### src/rtl/fifo_pkg.sv
// Shared constants and width helpers for the parametrised FIFO.
package fifo_pkg;

    localparam int DEF_WIDTH = 15;
    localparam int DEF_DEPTH = 8;

    // Memory address width for a given depth.
    function automatic int addr_w(input int depth);
        return $clog2(depth);
    endfunction

    // Pointer/count width: one extra bit so full and empty are distinguishable.
    function automatic int ptr_w(input int depth);
        return $clog2(depth) + 1;
    endfunction

endpackage

### src/rtl/param_fifo_if.sv
// Producer/consumer bundle for param_fifo.
// Handshake: a write is taken on a posedge when wr_en=1 and full=0; a read is
// taken when rd_en=1 and empty=0, and its word appears on rd_data with
// rd_valid=1 in the following cycle. Requests made against full/empty are
// dropped and reported by a one-cycle overflow/underflow pulse.
interface param_fifo_if #(
    parameter int WIDTH = 15,
    parameter int DEPTH = 8
);
    localparam int CW = $clog2(DEPTH) + 1;

    logic             wr_en;
    logic [WIDTH-1:0] wr_data;
    logic             rd_en;
    logic [WIDTH-1:0] rd_data;
    logic             rd_valid;
    logic [CW-1:0]    count;
    logic             full;
    logic             empty;
    logic             almost_full;
    logic             almost_empty;
    logic             overflow;
    logic             underflow;

    modport master (
        output wr_en, wr_data, rd_en,
        input  rd_data, rd_valid, count, full, empty,
               almost_full, almost_empty, overflow, underflow
    );

    modport slave (
        input  wr_en, wr_data, rd_en,
        output rd_data, rd_valid, count, full, empty,
               almost_full, almost_empty, overflow, underflow
    );
endinterface

### src/rtl/fifo_ram.sv
// Simple dual-port storage: one write port, one registered read port.
// The array itself is never reset; only the read register is.
module fifo_ram #(
    parameter int WIDTH = 15,
    parameter int DEPTH = 8,
    parameter int AW    = 3
) (
    input  logic             clk,
    input  logic             rst,
    input  logic             we_i,
    input  logic [AW-1:0]    waddr_i,
    input  logic [WIDTH-1:0] wdata_i,
    input  logic             re_i,
    input  logic [AW-1:0]    raddr_i,
    output logic [WIDTH-1:0] rdata_o
);
    logic [WIDTH-1:0] mem [DEPTH];
    logic [WIDTH-1:0] rdata_q;

    // Store the write word at the write address.
    always_ff @(posedge clk) begin
        if (we_i) begin
            mem[waddr_i] <= wdata_i;
        end
    end

    // Registered read; holds its value when no read is requested.
    always_ff @(posedge clk or posedge rst) begin
        if (rst) begin
            rdata_q <= '0;
        end else if (re_i) begin
            rdata_q <= mem[raddr_i];
        end
    end

    assign rdata_o = rdata_q;
endmodule

### src/rtl/param_fifo.sv
// Single-clock FIFO: pointers, occupancy, flags and error pulses around fifo_ram.
// Count and flags come from the registered pointers only.
module param_fifo
    import fifo_pkg::*;
#(
    parameter int WIDTH      = DEF_WIDTH,
    parameter int DEPTH      = DEF_DEPTH,
    parameter int AFULL_LVL  = DEPTH - 2,
    parameter int AEMPTY_LVL = 1
) (
    input logic         clk,
    input logic         rst,
    param_fifo_if.slave bus
);
    localparam int AW = addr_w(DEPTH);
    localparam int PW = ptr_w(DEPTH);

    localparam logic [PW-1:0] DEPTH_C  = PW'(DEPTH);
    localparam logic [PW-1:0] AFULL_C  = PW'(AFULL_LVL);
    localparam logic [PW-1:0] AEMPTY_C = PW'(AEMPTY_LVL);

    logic [PW-1:0] wptr_q, wptr_d;
    logic [PW-1:0] rptr_q, rptr_d;
    logic          rd_valid_q, overflow_q, underflow_q;
    logic [PW-1:0] count;
    logic          full, empty;
    logic          wr_acc, rd_acc;
    logic [WIDTH-1:0] ram_rdata;

    assign count  = wptr_q - rptr_q;
    assign full   = (count == DEPTH_C);
    assign empty  = (count == '0);
    assign wr_acc = bus.wr_en && !full;
    assign rd_acc = bus.rd_en && !empty;

    // Next pointer values: advance only on accepted requests.
    always_comb begin
        wptr_d = wptr_q;
        rptr_d = rptr_q;
        if (wr_acc) wptr_d = wptr_q + 1'b1;
        if (rd_acc) rptr_d = rptr_q + 1'b1;
    end

    // Pointers, read-valid and one-cycle error pulses.
    always_ff @(posedge clk or posedge rst) begin
        if (rst) begin
            wptr_q      <= '0;
            rptr_q      <= '0;
            rd_valid_q  <= 1'b0;
            overflow_q  <= 1'b0;
            underflow_q <= 1'b0;
        end else begin
            wptr_q      <= wptr_d;
            rptr_q      <= rptr_d;
            rd_valid_q  <= rd_acc;
            overflow_q  <= bus.wr_en && full;
            underflow_q <= bus.rd_en && empty;
        end
    end

    fifo_ram #(
        .WIDTH (WIDTH),
        .DEPTH (DEPTH),
        .AW    (AW)
    ) u_ram (
        .clk     (clk),
        .rst     (rst),
        .we_i    (wr_acc),
        .waddr_i (wptr_q[AW-1:0]),
        .wdata_i (bus.wr_data),
        .re_i    (rd_acc),
        .raddr_i (rptr_q[AW-1:0]),
        .rdata_o (ram_rdata)
    );

    assign bus.rd_data      = ram_rdata;
    assign bus.rd_valid     = rd_valid_q;
    assign bus.count        = count;
    assign bus.full         = full;
    assign bus.empty        = empty;
    assign bus.almost_full  = (count >= AFULL_C);
    assign bus.almost_empty = (count <= AEMPTY_C);
    assign bus.overflow     = overflow_q;
    assign bus.underflow    = underflow_q;
endmodule

### src/flat_wrapper.sv
// flat-port wrapper written by rule: the top's interface ports become plain ports
module param_fifo_flat import fifo_pkg::*;
#(
    parameter int WIDTH      = DEF_WIDTH,
    parameter int DEPTH      = DEF_DEPTH,
    parameter int AFULL_LVL  = DEPTH - 2,
    parameter int AEMPTY_LVL = 1
)
  (clk, rst, bus_wr_en, bus_wr_data, bus_rd_en, bus_rd_data, bus_rd_valid, bus_count, bus_full, bus_empty, bus_almost_full, bus_almost_empty, bus_overflow, bus_underflow);
  param_fifo_if #(.WIDTH(WIDTH), .DEPTH(DEPTH)) bus_i ();
  input logic clk;
  input logic rst;
  input wire logic [$bits(bus_i.wr_en)-1:0] bus_wr_en;
  input wire logic [$bits(bus_i.wr_data)-1:0] bus_wr_data;
  input wire logic [$bits(bus_i.rd_en)-1:0] bus_rd_en;
  output wire logic [$bits(bus_i.rd_data)-1:0] bus_rd_data;
  output wire logic [$bits(bus_i.rd_valid)-1:0] bus_rd_valid;
  output wire logic [$bits(bus_i.count)-1:0] bus_count;
  output wire logic [$bits(bus_i.full)-1:0] bus_full;
  output wire logic [$bits(bus_i.empty)-1:0] bus_empty;
  output wire logic [$bits(bus_i.almost_full)-1:0] bus_almost_full;
  output wire logic [$bits(bus_i.almost_empty)-1:0] bus_almost_empty;
  output wire logic [$bits(bus_i.overflow)-1:0] bus_overflow;
  output wire logic [$bits(bus_i.underflow)-1:0] bus_underflow;
  assign bus_i.wr_en = bus_wr_en;
  assign bus_i.wr_data = bus_wr_data;
  assign bus_i.rd_en = bus_rd_en;
  assign bus_rd_data = bus_i.rd_data;
  assign bus_rd_valid = bus_i.rd_valid;
  assign bus_count = bus_i.count;
  assign bus_full = bus_i.full;
  assign bus_empty = bus_i.empty;
  assign bus_almost_full = bus_i.almost_full;
  assign bus_almost_empty = bus_i.almost_empty;
  assign bus_overflow = bus_i.overflow;
  assign bus_underflow = bus_i.underflow;
  param_fifo #(.WIDTH(WIDTH), .DEPTH(DEPTH), .AFULL_LVL(AFULL_LVL), .AEMPTY_LVL(AEMPTY_LVL)) u_core (.clk(clk), .rst(rst), .bus(bus_i));
endmodule
### config.mk
export PLATFORM = sky130hd
export DESIGN_NAME = param_fifo_flat
export DESIGN_NICKNAME = d
export VERILOG_FILES = /design/src/rtl/fifo_pkg.sv /design/src/rtl/param_fifo_if.sv /design/src/rtl/fifo_ram.sv /design/src/rtl/param_fifo.sv /design/src/flat_wrapper.sv
export SDC_FILE = /design/constraint.sdc
export NUM_CORES = 1
export LEC_CHECK = 0
export ABC_AREA = 1
export CELL_PAD_IN_SITES_DETAIL_PLACEMENT = 0
export CELL_PAD_IN_SITES_GLOBAL_PLACEMENT = 1
export CORE_UTILIZATION = 49
export DETAILED_ROUTE_END_ITERATION = 8
export MAX_ROUTING_LAYER = met4
export PLACE_DENSITY_LB_ADDON = 0.1
export SLEW_MARGIN = 20
export SYNTH_ARGS = -nofsm -noshare
export SYNTH_HDL_FRONTEND = slang
export SYNTH_SLANG_ARGS = --single-unit
### constraint.sdc
create_clock -name clk -period 6.35 [get_ports clk]
set_input_delay 1.27 -clock clk [delete_from_list [all_inputs] [get_ports clk]]
set_output_delay 1.27 -clock clk [all_outputs]
set_load 0.05 [all_outputs]
==> impl_metrics.env, run 1 <==
export IMPL_syn_area_per_cell_um2=9.45
export IMPL_synthTopCellsByCount="259 x nand2_1, 139 x inv_1, 120 x edfxtp_1"
export IMPL_dieArea_um2=13900
export IMPL_die_x_um=118
export IMPL_synthTopCellsByArea="edfxtp_1 55%, nand2_1 15%, dfrtp_1 9.9%"
export IMPL_ys_warn_count=0
export IMPL_start_util=0.512
export IMPL_fp_row_count=41
export IMPL_p_leak_uw=0.00366
export IMPL_slew_viol_final=0
export IMPL_fmax_mhz=194
export IMPL_cp_arrival_ns=3.89
export IMPL_synth_ff_type="edfxtp_1"
export IMPL_cts_sinks=146
export IMPL_gp_congestion=0.921
export IMPL_stdcell_count=923
export IMPL_cp_start_kind="flip-flop"
export IMPL_status="completed"
export IMPL_num_vias=4462
export IMPL_fin_setup_tns_ns=0
export IMPL_async_flop_share=0.178
export IMPL_worstPathRequired_ns=5.08
export IMPL_finalHoldViolCount=0
export IMPL_syn_area_um2=6570
export IMPL_syn2layout_area_growth_pct=18.1
export IMPL_slowest_stage="clkdlybuf4s50_1"
export IMPL_first_pass_iters=4
export IMPL_cts_max_level=4
export IMPL_cts_hold_buf=0
export IMPL_period_needed_ns=5.16
export IMPL_antenna_found_initial=0
export IMPL_slew_headroom=0.371
export IMPL_min_path_type="reg -> reg"
export IMPL_core_area_um2=12800
export IMPL_cts_tree="built"
export IMPL_max_stage_delay_ns=0.81
export IMPL_grt_pass1_vias=4601
export IMPL_avgRoutedWirePerCell_um=15.9
export IMPL_min_period_over_period=0.812
export IMPL_dpl_hpwl_um=8890
export IMPL_cts_setup_buffers=0
export IMPL_ant_nets=0
export IMPL_drive_above_1_share=0.0573
export IMPL_finalSetupViolCount=0
export IMPL_crit_type="reg -> out"
export IMPL_rsz0062_at_grt="false"
export IMPL_cts_resized_gates=0
export IMPL_clock_latency_ns=0.41
export IMPL_synth_largest_area_cell="edfxtp_1"
export IMPL_drv_cap=0
export IMPL_grt_overflow_total=0
export IMPL_root_buffer="clkbuf_16"
export IMPL_synth_top_area_frac=0.549
export IMPL_path_max_fanout=22
export IMPL_ios=45
export IMPL_diodes=0
export IMPL_synth_nets=720
export IMPL_synth_most_common_cell="nand2_1"
export IMPL_cts_buffer_depth=2
export IMPL_dp_cells=892
export IMPL_synth_edf_count=120
export IMPL_tightest_slew_ns=0.942
export IMPL_ys_seq_elements=146
export IMPL_clock_skew_ns=0.00483
export IMPL_grt_max_degree=65
export IMPL_numCtsBuffers=17
export IMPL_first_iter_violations=313
export IMPL_routed_wl_um=14700
export IMPL_p_per_area_nw_per_um2=549
export IMPL_grt_pass1_wl_um=24200
export IMPL_endpoint_kind="output port"
export IMPL_via_per_inst=4.83
export IMPL_port_buffers=44
export IMPL_irDropWorstVdd_uv=345
export IMPL_die_h_um=118
export IMPL_synth_seq_area_share=0.648
export IMPL_post_route_drc_count=0
export IMPL_synthCells=695
export IMPL_synth_cell_types=20
export IMPL_clk_pin_slew_worst_paths_ns=0.06
export IMPL_grt_usage=0.239
export IMPL_num_nets_final=764
export IMPL_crit_path_cell_trace="inv_1 -> ha_1 -> a21oi_1 -> nand2_1 -> nand2_1 -> nand3_2 -> inv_1 -> clkdlybuf4s50_1"
metrics by stage:
step / hold WS, ns / setup slack, ns / instance area, um2 / total power (uW) / util
after floorplan: 0.485 / 2.50 / 6570 / 2680 / -
after CTS: 0.472 / 1.16 / 7760 / 4290 / 0.605
after detailed placement: 0.458 / 1.62 / 7160 / 3270 / 0.558
final: 0.471 / 1.19 / 7760 / 4260 / 0.605
after global placement: 0.458 / 1.77 / 7160 / 3240 / 0.558
after global routing: 0.484 / 0.880 / 7760 / 4530 / 0.605
layout make-up:
| cell class | count | area [um2] |
|---|---|---|
| Timing Repair Buffer | 55 | 523 |
| Sequential cell | 146 | 4260 |
| Fill cell | 1107 | 5070 |
| Clock buffer | 18 | 429 |
| Tap cell | 172 | 215 |
| Clock inverter | 13 | 166 |
| Multi-Input combinational cell | 379 | 1640 |
| Inverter | 140 | 527 |
metal layers:
metal / wire length, um / vias up / track usage
met3: 832 / 10 / 0.0489
met2: 7230 / 91 / 0.378
met5: 0 / - / -
li1: - / 2243 / -
met4: 186 / 0 / 0.0889
met1: 6410 / 2118 / 0.304
registers in the layout, indices dropped and copies added (netlist names):
name / count
u_core.wptr_q: 4
u_core.u_ram.mem: 120
u_core.bus.overflow: 1
u_core.rptr_q: 4
u_core.u_ram.rdata_o: 15
u_core.bus.rd_valid: 1
u_core.bus.underflow: 1
where the power goes:
group,switching (uW),internal [uW]
sequential,95.6,1250
clock,366,648
combinational,1340,554
total,1810,2450
worst max-delay path, delay by kind of cell, from the launching register on:
family	cells	cell delay, ns
AO/OA/AOI/OAI	1	0.27
adder cells (fa/ha/maj)	1	0.46
buffers and inverters	3	1.40
flip-flops	1	0.73
AND/OR/NAND/NOR	3	0.61
kinds of logic after synthesis:
family	count (synthesis)	synth area share
and+or+nand+nor	367	0.230
buffers and inverters	170	0.102
DFF	146	0.648
adders and majority gates	6	0.0126
xor gates and xnor gates	4	0.00533
AOI/OAI and AO/OA	2	0.00191
worst paths after layout:
path	depth (start not counted)	from	end	slack [ns]
setup / recovery	8	u_core.rptr_q[2]	bus_empty	1.19
hold / removal	2	u_core.u_ram.rdata_o[10]	u_core.u_ram.rdata_o[10]	0.47
setup reg to reg	8	u_core.rptr_q[2]	u_core.u_ram.mem[0][1]	2.84
hold reg to reg	2	u_core.u_ram.rdata_o[10]	u_core.u_ram.rdata_o[10]	0.47
max in group asynchronous	2	rst	u_core.rptr_q[0]	4.69
min in group asynchronous	2	rst	u_core.u_ram.rdata_o[8]	1.24
layout by cell type, fill, tap and decap left out, drive strengths merged:
| master | n |
|---|---|
| nand2 | 260 |
| edfxtp | 120 |
| nand3 | 93 |
| o211ai | 1 |
| clkdlybuf4s50 | 44 |
| inv | 140 |
| fa | 1 |
| a21oi | 1 |
| xor2 | 4 |
| nor2 | 13 |
| bufinv | 4 |
| clkinv | 9 |
| buf | 11 |
| dfrtp | 26 |
| ha | 5 |
| clkbuf | 18 |
| and2 | 1 |
No activity file was read; power rests on OpenSTA's default activity.
==> run 2, diff against run 1 <==
Settings changed: CORE_UTILIZATION 49 to 41.
Clock period 6.35 ns to 4.4 ns, I/O delays scaled along.
==> run 2 against run 1 <==
Sequential share of layout area shrank 0.55 points. Critical path depth grew 2. Critical endpoint is now bus_full. Register-to-register slack lost 1.3 ns. Largest power group unchanged. Wire length shrank 2.4%.
==> impl_metrics.env, run 2 (synthesis gave the netlist of run 1 again) <==
export IMPL_tightest_slew_ns=0.935
export IMPL_slew_viol_final=0
export IMPL_slew_headroom=0.376
export IMPL_num_nets_final=767
export IMPL_dieArea_um2=16500
export IMPL_grt_pass1_wl_um=23000
export IMPL_cp_start_kind="flip-flop"
export IMPL_routed_wl_um=14300
export IMPL_antenna_found_initial=0
export IMPL_grt_util_met2=0.311
export IMPL_cts_sinks=146
export IMPL_crit_type="reg -> out"
export IMPL_grt_busiest_layer="met2"
export IMPL_port_buffers=44
export IMPL_clk_pin_slew_worst_paths_ns=0.06
export IMPL_min_period_over_period=0.772
export IMPL_root_buffer="clkbuf_16"
export IMPL_clock_skew_ns=0.00658
export IMPL_first_iter_violations=374
export IMPL_die_x_um=129
export IMPL_cts_buffer_depth=2
export IMPL_cts_max_level=4
export IMPL_irDropWorstVdd_uv=798
export IMPL_drv_cap=0
export IMPL_worstPathRequired_ns=3.52
export IMPL_layout_common_cells="259 x nand2_1, 138 x inv_1, 120 x edfxtp_1"
export IMPL_design_power_total_uw=6150
export IMPL_fin_setup_tns_ns=0
export IMPL_cts_hold_buf=0
export IMPL_ios=45
export IMPL_drive_above_1_share=0.0755
export IMPL_grt_usage=0.199
export IMPL_diodes=0
export IMPL_cts_resized_gates=0
export IMPL_finalHoldViolCount=0
export IMPL_regMostFlops="u_core.u_ram.mem"
export IMPL_post_route_drc_count=0
export IMPL_status="completed"
export IMPL_rsz0062_at_grt="false"
export IMPL_fp_row_count=45
export IMPL_syn2layout_area_growth_pct=19.3
export IMPL_grt_pass1_vias=4201
export IMPL_cp_arrival_ns=2.51
export IMPL_ant_nets=0
export IMPL_period_needed_ns=3.39
export IMPL_numCtsBuffers=17
export IMPL_finalSetupViolCount=0
export IMPL_via_per_inst=4.55
export IMPL_dpl_hpwl_um=8080
export IMPL_clock_latency_ns=0.42
export IMPL_holdWs_ns=0.468
export IMPL_avgRoutedWirePerCell_um=14.8
export IMPL_gp_congestion=0.759
export IMPL_grt_max_degree=65
export IMPL_path_max_fanout=7
export IMPL_largest_reg_flops=120
export IMPL_grt_overflow_total=0
export IMPL_cts_setup_buffers=0
export IMPL_global_route_usage_met3=0.0387
export IMPL_start_util=0.426
export IMPL_fmax_mhz=295
export IMPL_grt_util_met1=0.256
export IMPL_endpoint_kind="output port"
export IMPL_first_pass_iters=4
export IMPL_p_leak_uw=0.00367
export IMPL_min_path_type="reg -> reg"
export IMPL_mostFrequentLayoutCell="nand2_1"
export IMPL_core_area_um2=15400
export IMPL_fin_util=0.508
export IMPL_num_vias=4393
export IMPL_p_per_area_nw_per_um2=784
export IMPL_cts_tree="built"
export IMPL_die_h_um=129
[run 2: cell types whose count changed in the layout (fill, tap and decap cells not counted), moves of 2 or more]
cell / previous run / this run
buf_12: 0 / 4
buf_4: 11 / 17
clkdlybuf4s50_1: 44 / 37
clkinvlp_4: 0 / 5
clkinv_1: 5 / 1
bufinv_16: 4 / 2
[run 2: metal layers]
layer	wire, um	vias to the layer above
met5	0	-
met4	210	0
met3	592	16
met2	6730	90
met1	6770	2033
li1	-	2254
[run 2: worst paths after layout]
kind                       cells after the start                     from                      end  slack, ns
max                                           10         u_core.wptr_q[0]                 bus_full       1.01
min                                            2  u_core.u_ram.rdata_o[5]  u_core.u_ram.rdata_o[5]       0.47
max reg2reg                                    9         u_core.rptr_q[0]  u_core.u_ram.rdata_o[2]       1.58
min reg2reg                                    2  u_core.u_ram.rdata_o[5]  u_core.u_ram.rdata_o[5]       0.47
max in group asynchronous                      2                      rst         u_core.rptr_q[0]       3.18
min in group asynchronous                      2                      rst         u_core.wptr_q[2]       0.83
[run 2: critical path: stages, from the launching register on]
cell	delay [ns]
dfrtp_1	0.46
inv_1	0.11
ha_1	0.20
inv_1	0.08
fa_1	0.44
inv_1	0.09
nand3_1	0.11
nor2_2	0.15
nand3_2	0.17
inv_1	0.14
buf_12	0.14
[run 2: metrics by stage]
stage,cells,setup WS (ns),instance area [um2]
final,966,1.01,7840
after global routing,966,0.781,7840
after CTS,966,0.992,7840
after detailed placement,934,1.45,7260
after global placement,934,1.51,7260
after floorplan,695,0.938,6570
[run 2: final cells by class]
class                   instances  area, um2
fillers                      1407       7590
well taps                     211        264
flip-flops and latches        146       4260
repair buffers                 58        578
inverters                     140        527
clock inverters                13        138
clock buffers                  19        433
multi-input cells             379       1640
[run 2: where the power goes]
part           switching (uW)  total [uW]  internal (uW)
Clock                     561        1390            832
Combinational            1940        2840            892
Sequential                111        1920           1810
Total                    2620        6150           3530
==> run 3, diff against run 2 <==
Settings changed: CORE_UTILIZATION 41 to 46.
Clock period 4.4 ns to 3.4 ns, I/O delays scaled along.
==> run 3 against run 2 <==
Worst setup slack lost 0.77 ns. Global-route usage is 1.8 points higher. First-iteration DRC count shrank 28%. Via count fell by 0.34%. Combinational power increased by 34%. Non-clock buffer count is 4 higher. Wire length decreased by 3.7%. Highest routed layer unchanged.
==> impl_metrics.env, run 3 (synthesis gave the netlist of run 1 again) <==
export IMPL_slowest_stage="fa_1"
export IMPL_reg2reg_slack_ns=0.69
export IMPL_clock_latency_ns=0.42
export IMPL_p_int_uw=4610
export IMPL_finalSetupViolCount=0
export IMPL_antenna_found_initial=0
export IMPL_finalHoldViolCount=0
export IMPL_tightest_slew_ns=0.925
export IMPL_grt_pass1_wl_um=22500
export IMPL_cts_buffer_depth=2
export IMPL_num_nets_final=771
export IMPL_cts_setup_buffers=0
export IMPL_worstPathRequired_ns=2.72
export IMPL_die_h_um=121
export IMPL_net_switching_power_uw=3350
export IMPL_cp_start_kind="flip-flop"
export IMPL_status="completed"
export IMPL_mostFrequentLayoutCell="nand2_1"
export IMPL_p_leak_uw=0.00369
export IMPL_crit_cells=10
export IMPL_path_max_fanout=7
export IMPL_drv_cap=0
export IMPL_routed_wl_um=13800
export IMPL_postPlaceCellArea_um2=7290
export IMPL_first_pass_iters=4
export IMPL_p_per_area_nw_per_um2=1020
export IMPL_syn2layout_area_growth_pct=19.1
export IMPL_avgRoutedWirePerCell_um=14.7
export IMPL_fill_cells=1218
export IMPL_regMostFlops="u_core.u_ram.mem"
export IMPL_fin_area_um2=7820
export IMPL_path_buf_inv=5
export IMPL_die_x_um=121
export IMPL_cts_max_level=4
export IMPL_gp_congestion=0.828
export IMPL_slew_headroom=0.379
export IMPL_min_period_over_period=0.932
export IMPL_path_delay_family="adder cells"
export IMPL_clock_skew_ns=0.00652
export IMPL_dieArea_um2=14800
export IMPL_diodes=0
export IMPL_drive_above_1_share=0.0752
export IMPL_start_util=0.473
export IMPL_ant_nets=0
export IMPL_grt_overflow_total=0
export IMPL_first_iter_violations=268
export IMPL_fp_row_count=43
export IMPL_r2r_cells=12
export IMPL_grt_max_degree=64
export IMPL_clk_pin_slew_worst_paths_ns=0.06
export IMPL_num_vias=4378
export IMPL_irDropWorstVdd_uv=621
export IMPL_numCtsBuffers=17
export IMPL_rr_startpoint="u_core.wptr_q[0]"
export IMPL_seqPwrFrac=0.312
export IMPL_switching_share=0.421
export IMPL_crit_path_end="bus_full"
export IMPL_grt_usage=0.217
export IMPL_cts_hold_buf=0
export IMPL_post_route_drc_count=0
export IMPL_cpMostUsedCell="inv_1"
export IMPL_cp_arrival_ns=2.49
export IMPL_slew_viol_final=0
export IMPL_crit_type="reg -> out"
export IMPL_rsz0062_at_grt="false"
export IMPL_fmax_mhz=316
export IMPL_port_buffers=44
export IMPL_largest_reg_flops=120
export IMPL_startpoint="u_core.wptr_q[0]"
export IMPL_dpl_hpwl_um=8240
export IMPL_min_path_type="reg -> reg"
export IMPL_core_area_um2=13900
export IMPL_crit_path_cell_trace="inv_1 -> ha_1 -> inv_1 -> fa_1 -> inv_1 -> nand3_1 -> nor2_2 -> nand3_2 -> inv_1 -> buf_12"
export IMPL_root_buffer="clkbuf_16"
export IMPL_p_clk_frac=0.209
export IMPL_fin_setup_tns_ns=0
export IMPL_via_per_inst=4.67
export IMPL_pwr_share_comb=0.478
export IMPL_cts_sinks=146
export IMPL_endpoint_kind="output port"
export IMPL_layout_common_cells="259 x nand2_1, 138 x inv_1, 120 x edfxtp_1"
export IMPL_cts_tree="built"
export IMPL_period_needed_ns=3.17
export IMPL_rr_endpoint="u_core.u_ram.rdata_o[4]"
export IMPL_max_stage_delay_ns=0.50
export IMPL_grt_pass1_vias=4244
export IMPL_cts_resized_gates=0
export IMPL_ios=45
==> run 3: cell types whose count changed in the layout (fill, tap and decap cells not counted) <==
| cell | previous run | this run |
|---|---|---|
| clkinv_4 | 2 | 1 |
| inv_2 | 1 | 0 |
| clkinv_1 | 1 | 5 |
| dfrtp_2 | 1 | 2 |
| dfrtp_1 | 25 | 24 |
| clkinv_2 | 3 | 4 |
| buf_12 | 4 | 7 |
| bufinv_16 | 2 | 1 |
| clkinvlp_4 | 5 | 2 |
| buf_4 | 17 | 18 |
==> run 3: routing by layer <==
layer / part of all wire / GRT usage / vias up / routed length [um]
met5: 0 / - / - / 0
met3: 0.044 / 0.0512 / 8 / 603
li1: - / - / 2260 / -
met4: 0.0088 / 0.0702 / 0 / 121
met1: 0.49 / 0.290 / 2013 / 6760
met2: 0.46 / 0.328 / 97 / 6300
==> run 3: worst min path at each step <==
stage          slack [ns]                    start                 endpoint  depth (start not counted)
3_3_place_gp         0.45  u_core.u_ram.rdata_o[0]  u_core.u_ram.rdata_o[0]                          2
3_5_place_dp         0.46  u_core.u_ram.rdata_o[0]  u_core.u_ram.rdata_o[0]                          2
5_1_grt              0.49  u_core.u_ram.rdata_o[0]  u_core.u_ram.rdata_o[0]                          2
4_1_cts              0.47  u_core.u_ram.rdata_o[0]  u_core.u_ram.rdata_o[0]                          2
2_1_floorplan        0.49         u_core.rptr_q[3]         u_core.rptr_q[3]                          2
6_report             0.47  u_core.u_ram.rdata_o[0]  u_core.u_ram.rdata_o[0]                          2
==> run 3: power by group through the flow <==
stage,Clock (uW),Sequential (uW),Combinational (uW)
after floorplan,0,2840,2160
after global placement,0,2520,3820
after detailed placement,0,2520,3850
after CTS,1700,2490,3860
after global routing,1780,2530,4200
final,1670,2490,3810
==> run 3: layout make-up <==
cell class              count  area [um2]  share of cell area
multi-input cells         379        1640               0.210
well taps                 180         225              0.0288
clock inverters            12        92.6              0.0118
repair buffers             62         646              0.0825
clock buffers              19         433              0.0554
flip-flops and latches    146        4260               0.544
inverters                 140         527              0.0673
==> run 3: metrics by stage <==
| stage | power, uW | utilization | hold slack, ns | setup WS (ns) | cells |
|---|---|---|---|---|---|
| 2_1_floorplan | 5000 | - | 0.485 | 0.138 | 695 |
| 3_3_place_gp | 6340 | 0.525 | 0.454 | 0.660 | 907 |
| 3_5_place_dp | 6370 | 0.525 | 0.458 | 0.612 | 907 |
| 4_1_cts | 8050 | 0.563 | 0.472 | 0.156 | 938 |
| 5_1_grt | 8510 | 0.563 | 0.494 | 0.0502 | 938 |
| 6_report | 7970 | 0.563 | 0.469 | 0.233 | 938 |
==> run 3: tightest hold or removal path, cell delays in order (launching register included) <==
cell and delay [ns]:
dfrtp_1 0.34, nand2_1 0.05, nand2_1 0.04
==> RTL change 1: new RTL, config.mk and constraints of run 3 <==
Set the package constant `DEF_WIDTH` to 30 (it was 15).
--- a/src/rtl/fifo_pkg.sv
+++ b/src/rtl/fifo_pkg.sv
@@ -1,7 +1,7 @@
 // Shared constants and width helpers for the parametrised FIFO.
 package fifo_pkg;
 
-    localparam int DEF_WIDTH = 15;
+    localparam int DEF_WIDTH = 30;
     localparam int DEF_DEPTH = 8;
 
     // Memory address width for a given depth.
Interface: changed (resized bus_rd_data and bus_wr_data); port bits go from 45 to 75. No check against the original RTL was run, so the function may have changed too.
==> RTL change 1 against run 3 <==
The flow now finishes with violations (DRC); cell count increased by 83%; fmax shrank 2.2%; power grew 79%; routed wire length up 100%; sequential cell count rose by 135; area after synthesis up 88%; critical path depth up 1; worst setup slack worse by 71 ps; final area grew 87%; die area rose by 86%; via count grew 88%; sequential power increased by 90%; largest cell class unchanged.
==> RTL change 1: results (changes against run 3) <==
[status]
outcome = finished with violations  ; was completed
violations = DRC

[clock_network]
cts-resized-gates = 1  ; was 0
numCtsBuffers = 31  ; was 17
clk_path_buf_depth = 3  ; was 2
insertion_delay_ps = 560  ; was 420 ps
cts_setup_buffers = 1  ; was 0

[worst_setup_path]
slowest_delay_ps = 460  ; was 500 ps
critical_path.top_delay_family = buffers and inverters  ; was adder cells
r2r_setup_slack_ps = 530  ; was 690 ps
rr_worst_depth = 10  ; was 12
endpoint = bus_empty  ; was bus_full
r2r_end = u_core.u_ram.mem[3][24]  ; was u_core.u_ram.rdata_o[4]
critPathArrivalTime_ps = 2560  ; was 2490 ps
path_max_fanout = 6  ; was 7

[layout]
nFillCells = 2301  ; was 1218
stdcell_area_mm2 = 0.01466  ; was 0.007821 mm2
drive_above_1_share = 0.07329  ; was 0.07520

[pwr]
swShare = 0.4030  ; was 0.4209
leakagePower_nw = 6.788  ; was 3.685 nW
ir_drop_v = 0.0005576  ; was 0.0006208 V

[detailed_routing]
dr.pass1.iters = 7  ; was 4
routed_wl_um = 27790  ; was 13780 um
route.vias.total = 8237  ; was 4378
drc = 8  ; was 0

[timing]
fin_skew_ps = 19.80  ; was 6.516 ps
relSlewSlack = 0.3026  ; was 0.3794

[logic_synthesis]
synth_common_cells = nand2_1, inv_1, edfxtp_1, nand3_1, dfrtp_1  ; unchanged
synth_nets = 1318  ; was 720
synth_area_per_cell_um2 = 9.666  ; was 9.448 um2
seq_area_frac_synth = 0.6665  ; was 0.6479
synth_adder_area_share = 0.006685  ; was 0.01258
synth-xor-area-share = 0.002836  ; was 0.005335

[grt]
grt_first_pass_wirelength_um = 44530  ; was 22550 um
grt_pass1_vias = 8001  ; was 4244
grt.total_usage = 0.2155  ; was 0.2170

[placement]
port_buffers = 74  ; was 44

[die]
core-area_mm2 = 0.02621  ; was 0.01388 mm2

## RTL change 1: cell types whose count changed in the layout (fill, tap and decap cells not counted), moves of 14 or more
cell / run 3 / this run
nand2_1: 259 / 483
edfxtp_1: 120 / 240
inv_1: 138 / 255
nand3_1: 91 / 166
clkdlybuf4s50_1: 37 / 66
clkbuf_16: 17 / 31
dfrtp_1: 24 / 38
## RTL change 1: through the flow
| stage | setup TNS [ps] | total power, mW |
|---|---|---|
| 2_1_floorplan | -30550 | 8.839 |
| 3_3_place_gp | 0 | 10.89 |
| 3_5_place_dp | 0 | 10.92 |
| 4_1_cts | 0 | 14.43 |
| 5_1_grt | 0 | 15.21 |
| 6_report | 0 | 14.30 |
## RTL change 1: worst min path at each step
stage / start / to / slack (ps) / depth (start not counted)
global route: u_core.u_ram.rdata_o[23] / u_core.u_ram.rdata_o[23] / 490 / 2
CTS: u_core.u_ram.rdata_o[5] / u_core.u_ram.rdata_o[5] / 470 / 2
detailed placement: u_core.u_ram.rdata_o[20] / u_core.u_ram.rdata_o[20] / 460 / 2
global placement: u_core.u_ram.rdata_o[24] / u_core.u_ram.rdata_o[24] / 450 / 2
finish: u_core.u_ram.rdata_o[24] / u_core.u_ram.rdata_o[24] / 470 / 2
floorplan: u_core.rptr_q[3] / u_core.rptr_q[3] / 480 / 2
## RTL change 1: per-layer routing
metal | up-vias | part of all wire | GRT usage
met5 | - | 0 | -
met4 | 0 | 0.020 | 0.04876
met3 | 42 | 0.045 | 0.02860
met2 | 173 | 0.47 | 0.3493
met1 | 3894 | 0.47 | 0.2908
li1 | 4128 | - | -
## RTL change 1: layout make-up
type,instances,share of cell area
multi-input combinational,679,0.2004
timing repair buffer,100,0.07000
sequential,281,0.5621
inverter,260,0.06667
clock inverter,17,0.01673
clock buffer,41,0.05549
tap,335,0.02860
==> RTL change 2: new RTL, settings of run 3 <==
Without the edit above. Reset style: synchronous (`rst`), changed in 2 clocked blocks.
--- a/src/rtl/fifo_ram.sv
+++ b/src/rtl/fifo_ram.sv
@@ -25,7 +25,7 @@
     end
 
     // Registered read; holds its value when no read is requested.
-    always_ff @(posedge clk or posedge rst) begin
+    always_ff @(posedge clk) begin
         if (rst) begin
             rdata_q <= '0;
         end else if (re_i) begin
--- a/src/rtl/param_fifo.sv
+++ b/src/rtl/param_fifo.sv
@@ -42,7 +42,7 @@
     end
 
     // Pointers, read-valid and one-cycle error pulses.
-    always_ff @(posedge clk or posedge rst) begin
+    always_ff @(posedge clk) begin
         if (rst) begin
             wptr_q      <= '0;
             rptr_q      <= '0;
Behaviour: differs if rst is asserted again (counterexample within 4 cycles, from zero or initial values and one cycle with rst high); with rst held inactive, the same outputs for 10 cycles.
==> RTL change 2 against run 3 <==
Die area decreased by 7.1%; sequential power fell by 10%; cell count fell by 12%; power shrank 15%; final area shrank 5.2%; fmax shrank 2.7%; core utilization rose by 1.7 points; sequential cell count stayed put; routed wire length down 6.7%; worst setup slack worse by 88 ps; clock skew rose by 9.9 ps; area after synthesis is 7.2% lower; worst hold slack better by 40 ps; critical path type unchanged; critical endpoint unchanged; largest cell class unchanged; highest routed layer unchanged.
==> RTL change 2: results (changes against run 3) <==
[worst_setup_path]
critPathArrivalTime_ps = 2580  ; was 2490 ps
r2r_end = u_core.u_ram.mem[5][12]  ; was u_core.u_ram.rdata_o[4]
rr_worst_depth = 10  ; was 12
path_max_fanout = 10  ; was 7
crit_start = u_core.wptr_q[0]  ; unchanged

[placement]
dpl.hpwl_um = 7492  ; was 8240 um
placed_area_mm2 = 0.006763  ; was 0.007293 mm2

[grt]
grt_max_degree = 65  ; was 64
grt_first_pass_wirelength_um = 19840  ; was 22550 um
grt.total_usage = 0.2124  ; was 0.2170
grt_pass1_vias = 3683  ; was 4244

[layout]
nFillCells = 1033  ; was 1218
drive_above_1_share = 0.09146  ; was 0.07520
final_nets = 669  ; was 771
final_cells = 828  ; was 938

[logic_synthesis]
synth_adder_area_share = 0.01355  ; was 0.01258
synth-xor-area-share = 0  ; was 0.005335
synth_common_cells = nor2_1, edfxtp_1, nand2_1, o21ai_0, inv_1  ; was nand2_1, inv_1, edfxtp_1, nand3_1, dfrtp_1
synth_compound_area_frac = 0.06569  ; was 0.001905
synth_cell_types = 24  ; was 20
synth_nets = 622  ; was 720
seq_area_frac_synth = 0.6767  ; was 0.6479
synthCells = 597  ; was 695

[worst_hold_path]
hold_depth = 4  ; was 2
hold_end = u_core.u_ram.rdata_o[9]  ; was u_core.u_ram.rdata_o[0]
hold_start = u_core.u_ram.rdata_o[9]  ; was u_core.u_ram.rdata_o[0]

[timing]
max_slew.worst_pin.slew_ps = 966.4  ; was 925.1 ps
min_period_ps = 3256  ; was 3167 ps
fin_skew_ps = 16.45  ; was 6.516 ps

[detailed_routing]
route.vias.total = 4087  ; was 4378

[status]
outcome = completed  ; unchanged

[pwr]
swShare = 0.3621  ; was 0.4209
leakagePower_nw = 2.870  ; was 3.685 nW

RTL change 2: changes by cell type after synthesis, moves of 6 or more:
| cell | before | now |
|---|---|---|
| o21ai_0 | 0 | 69 |
| dfxtp_1 | 0 | 26 |
| nand3_1 | 91 | 11 |
| nor2_1 | 12 | 155 |
| buf_2 | 20 | 12 |
| o21ai_1 | 0 | 6 |
| dfrtp_1 | 26 | 0 |
| nand2_1 | 259 | 120 |
| inv_1 | 139 | 36 |
RTL change 2: layout make-up:
class                   count  area, um2  share of cell area
inverters                  39      146.4             0.01974
repair buffers             56      600.6             0.08100
flip-flops and latches    146       4125              0.5564
well taps                 172      215.2             0.02902
clock buffers              18      429.2             0.05788
clock inverters            13      207.7             0.02801
multi-input cells         384       1690              0.2280
RTL change 2: kinds of logic after synthesis:
logic type | count (synthesis)
compound gates | 80
flops | 146
simple gates | 298
fa+ha+maj | 6
buf+inv | 67
RTL change 2: power by group through the flow:
| stage | sequential [mW] | combinational (mW) | clock (mW) |
|---|---|---|---|
| 2_1_floorplan | 2.52 | 1.42 | 0 |
| 3_3_place_gp | 2.26 | 2.49 | 0 |
| 3_5_place_dp | 2.27 | 2.51 | 0 |
| 4_1_cts | 2.23 | 2.52 | 2.04 |
| 5_1_grt | 2.25 | 2.77 | 2.10 |
| 6_report | 2.23 | 2.52 | 2.01 |
RTL change 2: layer usage:
metal | share of wire | global-route usage
met1 | 0.46 | 0.2663
met2 | 0.48 | 0.3294
met3 | 0.042 | 0.04892
met4 | 0.020 | 0.09705
met5 | 0 | -
RTL change 2: critical path: stages (launching register included):
cell     delay, ps
dfxtp_1        390
inv_1          100
ha_1           200
inv_1           80
fa_2           490
or2_0          280
nor2_4         180
nand3_4        150
inv_1          140
buf_12         140
